--- src/rtl/commit_trace_arbiter_pkg.sv ---
// rtl/commit_trace_arbiter_pkg.sv - shared types and constants for the commit trace arbiter
package commit_trace_arbiter_pkg;

   localparam int VLEN = 64;

   localparam logic [63:0] BREAKPOINT = 64'd3;

   typedef enum logic [1:0] {
      PRIV_LVL_U = 2'b00,
      PRIV_LVL_S = 2'b01,
      PRIV_LVL_M = 2'b11
   } priv_lvl_t;

   typedef enum logic {
      TRACE_COMMIT    = 1'b0,
      TRACE_EXCEPTION = 1'b1
   } trace_kind_e;

   typedef struct packed {
      trace_kind_e       kind;
      logic [VLEN-1:0]   pc;
      logic [31:0]       instr;
      logic [4:0]        rd;
      logic [63:0]       wdata;
      priv_lvl_t         priv;
      logic [63:0]       timestamp;
   } trace_pkt_t;

   typedef enum logic [1:0] {
      ST_DISABLED = 2'd0,
      ST_RUN      = 2'd1,
      ST_DRAIN    = 2'd2
   } arb_state_e;

endpackage

--- src/rtl/commit_trace_arbiter_trace_fifo_mp.sv ---
// rtl/commit_trace_arbiter_trace_fifo_mp.sv - 3-write/1-read trace FIFO with all-or-nothing writes
module trace_fifo_mp
   import commit_trace_arbiter_pkg::*;
#(
   parameter int DEPTH = 8
) (
   input  logic             clk_i,
   input  logic             rst_ni,
   input  logic [2:0]       wr_valid_i,
   input  trace_pkt_t [2:0] wr_pkt_i,
   output logic             wr_accept_o,
   output logic [1:0]       wr_num_o,
   input  logic             rd_en_i,
   output logic             empty_o,
   output trace_pkt_t       rd_data_o
);

   localparam int AW = $clog2(DEPTH);

   logic [AW-1:0] wr_ptr_q;
   logic [AW-1:0] rd_ptr_q;
   logic [AW:0]   count_q;
   logic [AW:0]   free;
   logic [AW-1:0] wr_addr [3];
   logic          pop;
   trace_pkt_t    mem_q [DEPTH];

   // Slot offsets pack valid write ports contiguously in port order; space
   // is judged from the count at cycle start, so a same-cycle pop never helps.
   always_comb begin
      wr_num_o    = {1'b0, wr_valid_i[0]} + {1'b0, wr_valid_i[1]} + {1'b0, wr_valid_i[2]};
      free        = (AW+1)'(DEPTH) - count_q;
      wr_accept_o = (wr_num_o != 2'd0) && (free >= (AW+1)'(wr_num_o));
      wr_addr[0]  = wr_ptr_q;
      wr_addr[1]  = wr_ptr_q + AW'(wr_valid_i[0]);
      wr_addr[2]  = wr_ptr_q + AW'(wr_valid_i[0]) + AW'(wr_valid_i[1]);
      pop         = rd_en_i && (count_q != '0);
   end

   // Storage array; contents need no reset because count gates visibility.
   always_ff @(posedge clk_i) begin
      if (wr_accept_o) begin
         for (int p = 0; p < 3; p++) begin
            if (wr_valid_i[p]) begin
               mem_q[wr_addr[p]] <= wr_pkt_i[p];
            end
         end
      end
   end

   // Pointers wrap naturally modulo DEPTH; count tracks occupancy.
   always_ff @(posedge clk_i or negedge rst_ni) begin
      if (!rst_ni) begin
         wr_ptr_q <= '0;
         rd_ptr_q <= '0;
         count_q  <= '0;
      end else begin
         if (wr_accept_o) begin
            wr_ptr_q <= wr_ptr_q + AW'(wr_num_o);
         end
         if (pop) begin
            rd_ptr_q <= rd_ptr_q + AW'(1);
         end
         count_q <= count_q + (wr_accept_o ? (AW+1)'(wr_num_o) : '0) - (AW+1)'(pop);
      end
   end

   assign empty_o   = (count_q == '0);
   assign rd_data_o = mem_q[rd_ptr_q];

endmodule

--- src/rtl/commit_trace_arbiter.sv ---
// rtl/commit_trace_arbiter.sv - captures commit/exception events into a trace packet stream
module commit_trace_arbiter
   import commit_trace_arbiter_pkg::*;
#(
   parameter int DEPTH = 8,
   parameter int CNT_W = 16
) (
   input  logic                  clk_i,
   input  logic                  rst_ni,
   input  logic                  enable_i,
   input  logic [1:0]            commit_valid_i,
   input  logic [1:0][VLEN-1:0]  commit_pc_i,
   input  logic [1:0][31:0]      commit_instr_i,
   input  logic [1:0][4:0]       commit_rd_i,
   input  logic [1:0][63:0]      commit_wdata_i,
   input  priv_lvl_t             priv_lvl_i,
   input  logic                  debug_mode_i,
   input  logic                  ex_valid_i,
   input  logic [63:0]           ex_cause_i,
   input  logic [63:0]           ex_tval_i,
   output logic                  trace_valid_o,
   input  logic                  trace_ready_i,
   output trace_pkt_t            trace_pkt_o,
   output logic [CNT_W-1:0]      drop_cnt_o,
   output logic                  overflow_o,
   output logic                  busy_o
);

   arb_state_e       state_q;
   logic             busy_q;
   logic [63:0]      cyc_q;
   logic [CNT_W-1:0] drop_q;
   logic             ovf_q;

   logic             run;
   logic             ex_take;
   logic [2:0]       ev_valid;
   trace_pkt_t [2:0] ev_pkt;
   logic             wr_accept;
   logic [1:0]       wr_num;
   logic             fifo_empty;
   logic [CNT_W:0]   drop_sum;
   logic [CNT_W-1:0] drop_sat;
   logic             unused_tval;

   // Build the three candidate packets; breakpoints taken in debug mode are
   // the debugger's own traps and are not traced.
   always_comb begin
      run      = (state_q == ST_RUN);
      ex_take  = ex_valid_i && !(debug_mode_i && (ex_cause_i == BREAKPOINT));
      ev_valid = {ex_take, commit_valid_i} & {3{run}};
      ev_pkt   = '0;
      for (int p = 0; p < 2; p++) begin
         ev_pkt[p].kind      = TRACE_COMMIT;
         ev_pkt[p].pc        = commit_pc_i[p];
         ev_pkt[p].instr     = commit_instr_i[p];
         ev_pkt[p].rd        = commit_rd_i[p];
         ev_pkt[p].wdata     = commit_wdata_i[p];
         ev_pkt[p].priv      = priv_lvl_i;
         ev_pkt[p].timestamp = cyc_q;
      end
      ev_pkt[2].kind      = TRACE_EXCEPTION;
      ev_pkt[2].pc        = commit_pc_i[0];
      ev_pkt[2].instr     = ex_tval_i[31:0];
      ev_pkt[2].rd        = 5'd0;
      ev_pkt[2].wdata     = ex_cause_i;
      ev_pkt[2].priv      = priv_lvl_i;
      ev_pkt[2].timestamp = cyc_q;
      drop_sum = {1'b0, drop_q} + (CNT_W+1)'(wr_num);
      drop_sat = drop_sum[CNT_W] ? '1 : drop_sum[CNT_W-1:0];
   end

   assign unused_tval = ^ex_tval_i[63:32];

   trace_fifo_mp #(
      .DEPTH (DEPTH)
   ) u_fifo (
      .clk_i       (clk_i),
      .rst_ni      (rst_ni),
      .wr_valid_i  (ev_valid),
      .wr_pkt_i    (ev_pkt),
      .wr_accept_o (wr_accept),
      .wr_num_o    (wr_num),
      .rd_en_i     (trace_ready_i),
      .empty_o     (fifo_empty),
      .rd_data_o   (trace_pkt_o)
   );

   // Capture state machine with registered busy flag.
   always_ff @(posedge clk_i or negedge rst_ni) begin
      if (!rst_ni) begin
         state_q <= ST_DISABLED;
         busy_q  <= 1'b0;
      end else begin
         case (state_q)
            ST_DISABLED: begin
               if (enable_i) begin
                  state_q <= ST_RUN;
                  busy_q  <= 1'b1;
               end
            end
            ST_RUN: begin
               if (!enable_i) begin
                  state_q <= ST_DRAIN;
               end
            end
            ST_DRAIN: begin
               if (enable_i) begin
                  state_q <= ST_RUN;
               end else if (fifo_empty) begin
                  state_q <= ST_DISABLED;
                  busy_q  <= 1'b0;
               end
            end
            default: begin
               state_q <= ST_DISABLED;
               busy_q  <= 1'b0;
            end
         endcase
      end
   end

   // Free-running timestamp source.
   always_ff @(posedge clk_i or negedge rst_ni) begin
      if (!rst_ni) begin
         cyc_q <= '0;
      end else begin
         cyc_q <= cyc_q + 64'd1;
      end
   end

   // Saturating drop counter and sticky overflow, cleared only by reset.
   always_ff @(posedge clk_i or negedge rst_ni) begin
      if (!rst_ni) begin
         drop_q <= '0;
         ovf_q  <= 1'b0;
      end else if (run && (wr_num != 2'd0) && !wr_accept) begin
         drop_q <= drop_sat;
         ovf_q  <= 1'b1;
      end
   end

   assign trace_valid_o = !fifo_empty;
   assign drop_cnt_o    = drop_q;
   assign overflow_o    = ovf_q;
   assign busy_o        = busy_q;

endmodule

--- config.mk ---
export PLATFORM = sky130hd
export DESIGN_NAME = commit_trace_arbiter
export DESIGN_NICKNAME = d
export VERILOG_FILES = /design/src/rtl/commit_trace_arbiter_pkg.sv /design/src/rtl/commit_trace_arbiter_trace_fifo_mp.sv /design/src/rtl/commit_trace_arbiter.sv
export SDC_FILE = /design/constraint.sdc
export NUM_CORES = 2
export LEC_CHECK = 0
export CAP_MARGIN = 20
export CORE_MARGIN = 2
export CORE_UTILIZATION = 50
export DETAILED_ROUTE_END_ITERATION = 6
export PLACE_DENSITY = 0.75
export SYNTH_ARGS = -nofsm -noshare
export SYNTH_HDL_FRONTEND = slang
export SYNTH_SLANG_ARGS = --single-unit
--- constraint.sdc ---
create_clock -name clk_i -period 11.6 [get_ports clk_i]
set_input_delay 3.48 -clock clk_i [delete_from_list [all_inputs] [get_ports clk_i]]
set_output_delay 3.48 -clock clk_i [all_outputs]
set_load 0.02 [all_outputs]
==> flow_metrics.env <==
export IMPL_post_dp_hpwl_um=169000
export IMPL_status="finished, violations left"
export IMPL_ant_nets=0
export IMPL_leakage_nw=41.5
export IMPL_drv_slew=0
export IMPL_r2r_start="state_q[0]$_DFFE_PN0P_"
export IMPL_layout_drive_gt1_share=0.221
export IMPL_cts_hold_buf=0
export IMPL_critPathCaptureType="register"
export IMPL_cts_root_buf="clkbuf_16"
export IMPL_use_met3=0.0623
export IMPL_yosysSeqAreaShare=0.581
export IMPL_postSynthCellCount=6859
export IMPL_arrival_ns=10.27
export IMPL_hp_start="u_fifo.mem_q[6][231]$_SDFFE_PP1P_"
export IMPL_routed_wirelength_um=310000
export IMPL_drt_pass1_iterations=7
export IMPL_setup_violations=0
export IMPL_synth_top_cells_by_count="edfxtp_1, nand3_1, mux2i_1"
export IMPL_post_place_ws_ns=1.18
export IMPL_die_height_um=449
export IMPL_period_needed_ns=9.56
export IMPL_fin_area_um2=115000
export IMPL_vdd_ir_drop_worst_mv=0.262
export IMPL_worst_pin_slew_ns=1.44
export IMPL_synth_top_area_frac=0.547
export IMPL_postSynthAreaPerCell_um2=14.5
export IMPL_die_w_um=449
export IMPL_grt_usage=0.300
export IMPL_required_ns=12.31
export IMPL_use_met1=0.382
export IMPL_boundaryPins=719
export IMPL_io_buffers=686
export IMPL_start_util=0.503
export IMPL_clk_path_buf_depth=3
export IMPL_fmax_mhz=105
export IMPL_dieArea_um2=202000
export IMPL_cp_max_fo=84
export IMPL_viasPerCell=6.64
export IMPL_ys_ff_latch=1950
export IMPL_fin_setup_tns_ns=0
export IMPL_via_count=66145
export IMPL_finalHoldWorstSlack_ns=0.450
export IMPL_cts_buffers=202
export IMPL_antenna_found_initial=97
export IMPL_grt_pass1_wl_um=450000
export IMPL_syn_nets=7349
export IMPL_path_clk_slew_ns=0.06
export IMPL_drcViolationCount=2
export IMPL_overflow=0
export IMPL_max_cap_violations=0
export IMPL_gp_congestion=0.820
export IMPL_cts_resized=0
export IMPL_clk_latency_ns=0.89
export IMPL_first_global_vias=66846
export IMPL_startpoint="ex_cause_i[31]"
export IMPL_violations="DRC"
export IMPL_setup_ws_ns=2.04
export IMPL_htreeDepth=4
export IMPL_finalHoldViolations=0
export IMPL_avgRoutedWirePerCell_um=31.1
export IMPL_synth_flop_cell="edfxtp_1"
export IMPL_start_kind="input pin"
export IMPL_grt_busiest_layer="met2"
export IMPL_cts_sinks=1950
export IMPL_synth_top_area_cell="edfxtp_1"
export IMPL_synth_area_leaders="edfxtp_1, mux4_2, mux2i_1, mux2_2, nand3_1"
export IMPL_synth_most_common_cell="edfxtp_1"
export IMPL_grt_util_met2=0.475
export IMPL_syn_to_final_growth_pct=16.1
export IMPL_drt_iter0_markers=8461
export IMPL_fin_worst_skew_ns=0.0441
export IMPL_period_share=0.824
export IMPL_maxSlewHeadroom=0.0404
export IMPL_async_flop_share=0.0482
export IMPL_post_cts_setup_buffer_count=0
export IMPL_path_class="input pin to register"
export IMPL_grt_max_degree=181
export IMPL_p_per_area_nw_per_um2=214
export IMPL_synth_area_um2=99200
export IMPL_synth_edf_count=1808
export IMPL_tritoncts="yes"
export IMPL_synth_cell_types=49
export IMPL_finalPower_mw=24.6
export IMPL_core_um2=197000
export IMPL_final_nets=7570
export IMPL_rows=163
export IMPL_yosysWarnings=0
export IMPL_placed_area_um2=108000
export IMPL_min_path_type="register to register"
export IMPL_rsz0062_at_grt="false"
power breakdown:
group | switching, mW | total, mW | internal, mW
clock network | 2.85 | 6.52 | 3.67
registers | 0.337 | 8.82 | 8.49
logic | 5.19 | 9.28 | 4.09
metal layers:
layer,wire length (um),vias to the layer above
met5,406,-
met4,16900,64
met3,30300,877
met2,149000,4398
met1,113000,33454
li1,-,27352
sequential cells by signal, indices dropped and copies added, names as in the netlist:
signal / flops
drop_cnt_o: 16
u_fifo.wr_ptr_q: 3
u_fifo.rd_ptr_q: 3
overflow_o: 1
state_q: 2
busy_o: 1
u_fifo.count_q: 4
u_fifo.mem_q: 1856
cyc_q: 64
path summary, 6_finish.rpt:
check / end / slack, ns / cells past startpoint
max: u_fifo.mem_q[3][141]$_DFFE_PP_ / 2.04 / 15
min: u_fifo.mem_q[6][231]$_SDFFE_PP1P_ / 0.45 / 1
max reg2reg: u_fifo.mem_q[3][141]$_DFFE_PP_ / 6.22 / 14
min reg2reg: u_fifo.mem_q[6][231]$_SDFFE_PP1P_ / 0.45 / 1
max in group asynchronous: drop_cnt_o[14]$_DFFE_PN0P_ / 7.75 / 2
min in group asynchronous: cyc_q[15]$_DFF_PN0_ / 2.67 / 1
logic make-up (layout without fill, tap and decap cells):
| group | after synthesis | count (layout) | synth area share |
|---|---|---|---|
| compound gates | 857 | 857 | 0.0459 |
| xor+xnor | 75 | 75 | 0.00662 |
| fa+ha+maj | 22 | 22 | 0.00308 |
| buf+inv | 859 | 1252 | 0.0360 |
| flops | 1950 | 1950 | 0.581 |
| mux | 2024 | 2024 | 0.272 |
| other cells | 0 | 64 | 0 |
| simple gates | 1072 | 1072 | 0.0553 |
layout by cell type, fill, tap and decap left out, types with 19 or more instances in the layout:
cell	instances
a211oi_1	41
and3_1	19
buf_12	85
buf_4	89
clkbuf_1	49
clkbuf_16	202
clkdlybuf4s50_1	685
clkinv_1	45
clkinv_2	31
dfrtp_1	91
dfxtp_1	48
diode_2	64
edfxtp_1	1808
mux2_1	123
mux2_2	629
mux2i_1	808
mux4_2	464
nand2_1	40
nand3_1	812
nand4_1	25
nor2_1	75
nor4_1	20
o21ai_0	774
xnor2_1	54
xor2_1	21
layout make-up:
| cell class | instances | area, um^2 |
|---|---|---|
| clock inverter | 115 | 1240 |
| timing repair buffer | 859 | 9230 |
| multi-input combinational | 4050 | 38200 |
| antenna | 64 | 160 |
| clock buffer | 261 | 5380 |
| fill | 14888 | 82000 |
| inverter | 17 | 63.8 |
| sequential | 1950 | 57600 |
| tap | 2640 | 3300 |
worst max-delay path, cell delays in order:
cell	delay [ns]
clkdlybuf4s50_1	0.61
nor4_1	0.75
nand4_1	0.62
nor2_1	0.62
a21oi_1	0.19
fa_1	0.54
ha_1	0.29
nand2b_1	0.09
a211oi_1	0.10
and2_1	0.33
a2111oi_4	0.87
buf_4	0.53
buf_4	0.86
nand3_1	0.18
o21ai_0	0.14
metrics by stage:
stage | instances | util
final | 9956 | 0.584
after global routing | 9955 | 0.584
after CTS | 9892 | 0.583
after detailed placement | 9516 | 0.550
after global placement | 9516 | 0.550
after floorplan | 6859 | -
(Power assumes the default switching activity.)
